**src/rtl/seq_adder_pkg.sv**
```systemverilog
// Shared definitions for the sequential chunk adder.
// Holds the FSM state enum, sizing helpers and the full-adder cell.
package seq_adder_pkg;

    typedef enum logic [1:0] {
        IDLE,
        RUN,
        DONE
    } state_t;

    // Number of DIGIT-wide slices, i.e. cycles per operation.
    function automatic int ndig_f(input int width, input int digit);
        return width / digit;
    endfunction

    // Slice counter width; never narrower than one bit.
    function automatic int cnt_w_f(input int ndig);
        return (ndig <= 1) ? 1 : $clog2(ndig);
    endfunction

    // One-bit full-adder cell, result packed as {carry, sum}.
    function automatic logic [1:0] full_add(
        input logic x,
        input logic y,
        input logic ci
    );
        return {(x & y) | (ci & (x ^ y)), x ^ y ^ ci};
    endfunction

endpackage

```
**src/rtl/add_slice.sv**
```systemverilog
// Combinational DIGIT-bit ripple adder built from full-adder cells.
// Ports: x, y (DIGIT) operands; ci carry-in; s (DIGIT) sum;
//        co carry-out; c_msb carry into the top bit (for overflow).
module add_slice
    import seq_adder_pkg::*;
#(
    parameter int DIGIT = 4
) (
    input  logic [DIGIT-1:0] x,
    input  logic [DIGIT-1:0] y,
    input  logic             ci,
    output logic [DIGIT-1:0] s,
    output logic             co,
    output logic             c_msb
);

    logic [DIGIT:0] c;

    assign c[0] = ci;

    for (genvar i = 0; i < DIGIT; i++) begin : g_fa
        assign {c[i+1], s[i]} = full_add(x[i], y[i], c[i]);
    end

    assign co    = c[DIGIT];
    assign c_msb = c[DIGIT-1];

endmodule

```
**src/rtl/seq_chunk_adder.sv**
```systemverilog
// Multi-cycle WIDTH-bit adder, DIGIT bits per clock, valid/ready on both
// sides. Optional macro SEQ_CHUNK_ADDER_SUB_EN adds a 'sub' input.
// Ports: clk, rst_n (sync, active-low); in_valid/in_ready with a, b, cin
//        (and sub); out_valid/out_ready with sum, cout, ovf.
module seq_chunk_adder
    import seq_adder_pkg::*;
#(
    parameter int WIDTH = 16,
    parameter int DIGIT = 4
) (
    input  logic             clk,
    input  logic             rst_n,
    input  logic             in_valid,
    output logic             in_ready,
    input  logic [WIDTH-1:0] a,
    input  logic [WIDTH-1:0] b,
    input  logic             cin,
`ifdef SEQ_CHUNK_ADDER_SUB_EN
    input  logic             sub,
`endif
    output logic             out_valid,
    input  logic             out_ready,
    output logic [WIDTH-1:0] sum,
    output logic             cout,
    output logic             ovf
);

    localparam int NDIG = ndig_f(WIDTH, DIGIT);
    localparam int CW   = cnt_w_f(NDIG);

    state_t           state;
    state_t           state_nxt;
    logic [CW-1:0]    cnt;
    logic [WIDTH-1:0] a_q;
    logic [WIDTH-1:0] b_q;
    logic             carry;
    logic [WIDTH-1:0] b_eff;
    logic             c_eff;
    logic [DIGIT-1:0] s;
    logic             co;
    logic             c_msb;
    logic             last;
    logic [WIDTH-1:0] sum_nxt;

`ifdef SEQ_CHUNK_ADDER_SUB_EN
    // a - b as a + ~b + 1; cin is ignored in subtract mode.
    assign b_eff = sub ? ~b : b;
    assign c_eff = sub ? 1'b1 : cin;
`else
    assign b_eff = b;
    assign c_eff = cin;
`endif

    add_slice #(
        .DIGIT(DIGIT)
    ) u_slice (
        .x    (a_q[DIGIT-1:0]),
        .y    (b_q[DIGIT-1:0]),
        .ci   (carry),
        .s    (s),
        .co   (co),
        .c_msb(c_msb)
    );

    assign last = (cnt == CW'(NDIG - 1));

    // New slice enters at the MSB; after NDIG shifts the word is complete.
    assign sum_nxt = (sum >> DIGIT)
                   | (WIDTH'(s) << (WIDTH - DIGIT));

    assign in_ready  = (state == IDLE);
    assign out_valid = (state == DONE);

    always_ff @(posedge clk) begin
        if (!rst_n) begin
            state <= IDLE;
        end else begin
            state <= state_nxt;
        end
    end

    always_comb begin
        state_nxt = state;
        unique case (state)
            IDLE: if (in_valid) state_nxt = RUN;
            RUN:  if (last) state_nxt = DONE;
            DONE: if (out_ready) state_nxt = IDLE;
            default: state_nxt = IDLE;
        endcase
    end

    always_ff @(posedge clk) begin
        if (!rst_n) begin
            cnt   <= '0;
            a_q   <= '0;
            b_q   <= '0;
            carry <= 1'b0;
            sum   <= '0;
            cout  <= 1'b0;
            ovf   <= 1'b0;
        end else begin
            unique case (state)
                IDLE: begin
                    if (in_valid) begin
                        a_q   <= a;
                        b_q   <= b_eff;
                        carry <= c_eff;
                        cnt   <= '0;
                    end
                end
                RUN: begin
                    a_q   <= a_q >> DIGIT;
                    b_q   <= b_q >> DIGIT;
                    sum   <= sum_nxt;
                    carry <= co;
                    cnt   <= cnt + CW'(1);
                    if (last) begin
                        cout <= co;
                        ovf  <= c_msb ^ co;
                    end
                end
                default: ;
            endcase
        end
    end

endmodule
```
**config.mk**
```make
export PLATFORM = sky130hd
export DESIGN_NAME = seq_chunk_adder
export DESIGN_NICKNAME = d
export VERILOG_FILES = /design/src/rtl/seq_adder_pkg.sv /design/src/rtl/add_slice.sv /design/src/rtl/seq_chunk_adder.sv
export SDC_FILE = /design/constraint.sdc
export NUM_CORES = 1
export LEC_CHECK = 0
export CORE_MARGIN = 2
export CORE_UTILIZATION = 55
export DETAILED_ROUTE_END_ITERATION = 12
export DONT_BUFFER_PORTS = 1
export PLACE_DENSITY = 0.67
export SETUP_SLACK_MARGIN = 0.05
export SYNTH_ARGS = -nofsm -noshare
export SYNTH_HDL_FRONTEND = slang
export SYNTH_SLANG_ARGS = --single-unit
```
**constraint.sdc**
```tcl
create_clock -name clk -period 4.95 [get_ports clk]
set_input_delay 0.495 -clock clk [delete_from_list [all_inputs] [get_ports clk]]
set_output_delay 0.495 -clock clk [all_outputs]
set_load 0.05 [all_outputs]
```
# After elaboration in Yosys (flattened, before gate mapping)
# Index checks and enable logic that the tools add are counted.
[totals]
register_bits = 55
wordCells = 54
[classes]
n_addsub = 1
eq_ne = 6
n_mux = 12
bitwise_logic = 22
reduce_logical = 5
[ops]
columns = ["cell", "count"]
rows = [
  ["16-bit one-hot mux with 2 select lines", 2],
  ["16-bit 2-to-1 mux", 2],
  ["12-bit by 16-bit OR with 16-bit output", 1],
  ["1-bit XOR", 9],
  ["1-bit bitwise AND", 8],
  ["2-bit 2-to-1 mux", 4],
  ["2-bit one-hot mux with 3 select lines", 1],
  ["2-bit equality test, second input constant", 2],
  ["2-bit != test, second input constant", 2],
  ["1-bit OR", 4],
  ["2-bit one-hot mux with 2 select lines", 1],
  ["2-bit AND reduction", 2],
  ["3-bit AND reduction", 1],
  ["2-bit by 1-bit adder with 2-bit output, second input constant", 1],
  ["2-bit by 1-bit equality test with 1-bit output, second input constant", 1],
  ["2-bit logical NOT", 1],
  ["2-bit by 1-bit != test with 1-bit output, second input constant", 1],
  ["1-bit one-hot mux with 2 select lines", 1],
  ["2-bit nonzero test", 1],
  ["1-bit 2-to-1 mux", 1],
]

# Depth between registers and ports, before layout
[depth]
depth_word = 10
depth_mapped = 10

# Modules after synthesis
# Synthesis repeated with hierarchy kept, for this count alone.
[unflattened]
cells_unflattened = 259
area_unflattened_um2 = 2352.3
[modules_own_cells]
columns = ["module", "n_inst", "cells_per_inst", "area_each_um2", "seq_area_each_um2"]
rows = [
  ["seq_chunk_adder", 1, 245, 2234.6, 1101.1],
  ["add_slice", 1, 14, 117.6, 0.0],
]

# Worst setup path before layout
# OpenSTA, ideal clock, no wires.
[synth_path]
path_kind = "register -> register"
startpoint = "register a_q[0]"
endpoint = "register carry"
arrival_ns = 2.047
t_required_ns = 4.880
path_slack_ns = 2.834
stages_incl_launch_ff = 10
path_buffers = 0
period_less_slack_ns = 2.116
path_cell_list = "dfxtp_1 inv_1 fa_1 inv_1 fa_1 fa_1 inv_1 fa_1 a221o_1 a21oi_1"
[synth_between]
elab_chain_len = 10
elab_cells_between_ends = 11
classes_between = "1 x mux; 10 x bitwise"
[synth_lines]
columns = ["item", "line", "text"]
rows = [
  ["start, declared", "seq_chunk_adder.sv:34", "logic [WIDTH-1:0] a_q;"],
  ["start signal, assigned", "seq_chunk_adder.sv:112", "a_q <= a_q >> DIGIT;"],
  ["1-bit XOR", "seq_adder_pkg.sv:27", "return {(x & y) | (ci & (x ^ y)), x ^ y ^ ci};"],
  ["1-bit bitwise AND", "seq_adder_pkg.sv:27", ""],
  ["1-bit OR *", "seq_adder_pkg.sv:27", ""],
  ["1-bit bitwise AND *", "seq_adder_pkg.sv:27", ""],
  ["1-bit OR *", "seq_adder_pkg.sv:27", ""],
  ["1-bit bitwise AND *", "seq_adder_pkg.sv:27", ""],
  ["1-bit OR *", "seq_adder_pkg.sv:27", ""],
  ["1-bit bitwise AND *", "seq_adder_pkg.sv:27", ""],
  ["1-bit OR *", "seq_adder_pkg.sv:27", ""],
  ["1-bit one-hot mux with 2 select lines *", "seq_chunk_adder.sv:102", "unique case (state)"],
  ["end signal, assigned", "seq_chunk_adder.sv:115", "carry <= co;"],
  ["end, declared", "seq_chunk_adder.sv:36", "logic carry;"],
]
# Every way passes the cells marked *; elsewhere a longest branch is shown, timed or not.
# A chain may end at the register's enable or synchronous reset.

# Worst setup path in the final report
[layout_path]
startpoint = "register a_q[0]"
endpoint = "register ovf"
[layout_between]
elab_chain_len = 10
elab_cells_between_ends = 11
classes_between = "11 x bitwise"
[layout_lines]
columns = ["item", "line", "text"]
rows = [
  ["1-bit XOR", "seq_adder_pkg.sv:27", ""],
  ["1-bit bitwise AND", "seq_adder_pkg.sv:27", ""],
  ["1-bit OR *", "seq_adder_pkg.sv:27", ""],
  ["1-bit bitwise AND *", "seq_adder_pkg.sv:27", ""],
  ["1-bit OR *", "seq_adder_pkg.sv:27", ""],
  ["1-bit bitwise AND *", "seq_adder_pkg.sv:27", ""],
  ["1-bit OR *", "seq_adder_pkg.sv:27", ""],
  ["1-bit bitwise AND", "seq_adder_pkg.sv:27", ""],
  ["1-bit OR", "seq_adder_pkg.sv:27", ""],
  ["1-bit XOR *", "seq_chunk_adder.sv:119", "ovf <= c_msb ^ co;"],
  ["end signal, assigned", "seq_chunk_adder.sv:119", ""],
  ["end, declared", "seq_chunk_adder.sv:25", "output logic ovf"],
]
# Marks and branches as above.

==> impl_metrics.tcl <==
set metrics [dict create \
    wire_per_inst_um 17.8 \
    p_leak_nw 0.857 \
    io_pins 57 \
    reg2reg_depth 10 \
    required_ns 5.18 \
    htreeDepth 2 \
    first_pass_iters 4 \
    fin_area_um2 2360 \
    powerDensity_nw_per_um2 365 \
    relSlewSlack 0.341 \
    portBuffers 0 \
    initial_core_util 0.583 \
    insertedDiodeCount 0 \
    startpoint_type "flip-flop" \
    whs_ns 0.314 \
    fin_nets 260 \
    hold_viol 0 \
    synth_cell_types 33 \
    switching_share 0.284 \
    rr_startpoint "a_q[0]" \
    antenna_found_initial 0 \
    area_growth_pct -0.106 \
    min_period_ns 2.29 \
    clkPwrFrac 0.293 \
    peakVddDrop_mv 0.205 \
    instances_no_fill 269 \
    hold_end "b_q[0]" \
    dieArea_um2 4840 \
    cap_violations 0 \
    gp_congestion 0.738 \
    hp-start "b[0]" \
    whs_path_depth 2 \
    postSynthAreaPerCell_um2 10.2 \
    setup_viol 0 \
    power_switching_mw 0.245 \
    ys_ff_latch 55 \
    synth_cells 231 \
    clock-root-buffer "clkbuf_8" \
    hold_path.class "input port to flip-flop" \
    cts.sinks 55 \
    cts.reportedPaths.clkPinSlew_ns 0.10 \
    grt_pass1_vias 1621 \
    end_kind "flip-flop" \
    grt_usage 0.206 \
    post_cts_resize_count 0 \
    rrSetupSlack_ns 2.66 \
    status "complete, no violations" \
    crit_fanout 3 \
    dp.cells 261 \
    drive_gt1_frac 0.183 \
    critPathArrivalTime_ns 2.52 \
    num_rows 23 \
    first_iter_violations 117 \
    grt_overflow 0 \
    fmax_mhz 437 \
    syn_nets 273 \
    hold_buffers 0 \
    dpl.hpwl_um 3290 \
    seq_area_frac_synth 0.466 \
    fin_crit_sh 0.462 \
    cts_tree "done" \
    dpl-instance-area_um2 2270 \
    sequentialPowerShare 0.590 \
    grt_max_degree 39 \
    clock-skew-final_ns 0.0101 \
    clock_latency_ns 0.31 \
    layout_commonest_cell "dfxtp_1" \
    rsz0062_at_grt "no" \
    routed_wl_um 4790 \
    r2r_end "ovf" \
    detail-route-antenna-nets 0 \
    yosysWarnings 0 \
    post_cts_buffers 0 \
    p_int_mw 0.617 \
    die_x_um 69.6 \
    drc_errors 0 \
    cts_buffers 5 \
    core_area_um2 4060 \
    drv_slew 0 \
    final_cell_mix "dfxtp_1, nand2_1, o21a_1, o221a_2, a21oi_1" \
    fin_setup_tns_ns 0 \
    num_vias 1624 \
    worst_pin_slew_ns 0.986 \
    grt_pass1_wl_um 7890 \
    power_frac_comb 0.118 \
    vias_per_cell 6.04 \
    synth_area_um2 2360 \
    clockBufferDepth 2 \
    die_h_um 69.6 \
    worstSetupPathType "flip-flop to flip-flop" \
]
## worst max path at each step
| stage | start | to | depth (start not counted) |
|---|---|---|---|
| final | a_q[0] | ovf | 10 |
| after global routing | a_q[0] | carry | 9 |
| after CTS | a_q[0] | carry | 9 |
| after detailed placement | a_q[0] | carry | 9 |
| after global placement | a_q[0] | carry | 9 |
| after floorplan | a_q[0] | carry | 9 |
## synthesized netlist by cell type
cell	instances	share of area
clkbuf_8	2	0.012
a311oi_1	1	0.0037
mux2i_1	2	0.0085
buf_4	2	0.0063
nand3_1	1	0.0021
nor2b_4	1	0.0058
inv_1	14	0.022
nand2_1	30	0.048
a22oi_1	7	0.022
nor2_1	14	0.022
nor3b_4	1	0.0079
ha_1	1	0.0053
a221o_1	1	0.0042
buf_6	7	0.033
nand2b_1	1	0.0026
a221oi_2	4	0.025
nor2_2	1	0.0026
a22oi_2	2	0.011
a211oi_1	2	0.0063
nand3b_1	1	0.0032
a21oi_1	18	0.038
o21bai_4	1	0.0079
o21ai_1	4	0.0085
clkbuf_1	4	0.0063
xnor2_1	1	0.0037
nor3_1	1	0.0021
fa_1	4	0.034
dfxtp_1	55	0.47
buf_2	6	0.013
nor2b_1	1	0.0026
o21a_1	20	0.063
o221a_2	20	0.095
nand2b_4	1	0.0058
## sequential cells by signal, summed over array words and instances, names as in the netlist
name	cells
b_q	16
cnt	2
a_q	16
cout	1
state	2
carry	1
sum	16
ovf	1
## metrics by stage
step / util / total power, mW / setup slack, ns
2_1_floorplan: - / 0.611 / 2.83
3_3_place_gp: 0.559 / 0.613 / 2.78
3_5_place_dp: 0.559 / 0.621 / 2.69
4_1_cts: 0.582 / 0.870 / 2.67
5_1_grt: 0.582 / 0.906 / 2.53
6_report: 0.582 / 0.862 / 2.66
## per-layer routing
layer / part of all wire / routed length (um) / vias up / track usage
li1: - / - / 797 / -
met4: 0.010 / 48 / 0 / 0.0523
met1: 0.43 / 2050 / 777 / 0.223
met3: 0.068 / 325 / 6 / 0.0858
met2: 0.49 / 2370 / 44 / 0.371
met5: 0 / 0 / - / 0
## power by group through the flow
stage	sequential, mW	clock [mW]	combinational [mW]
detailed placement	0.519	0	0.102
finish	0.509	0.252	0.101
CTS	0.509	0.259	0.102
floorplan	0.511	0	0.0999
global placement	0.517	0	0.0961
global route	0.513	0.281	0.112
## kinds of logic (layout without fill, tap and decap cells)
family	Yosys count	after routing	synth area share
muxes	2	2	0.00847
and+or+nand+nor	53	53	0.105
AOI/OAI and AO/OA	80	80	0.286
buffers and inverters	35	23	0.0926
adders and majority gates	5	5	0.0392
xor gates and xnor gates	1	1	0.00370
DFF	55	55	0.466
## cell type report
class,instances,area [um^2]
Fill cell,376,1700
Sequential cell,55,1100
Multi-Input combinational cell,141,1040
Clock buffer,5,68.8
Tap cell,50,62.6
Inverter,14,52.6
Clock inverter,3,25.0
Timing Repair Buffer,1,7.51
## worst max-delay path, stage by stage (launching register included)
cell	delay, ns
dfxtp_1	0.32
inv_1	0.07
fa_1	0.41
inv_1	0.08
fa_1	0.19
fa_1	0.22
inv_1	0.06
fa_1	0.42
xnor2_1	0.18
nand3_1	0.09
a21oi_1	0.16
(Power assumes the default switching activity.)
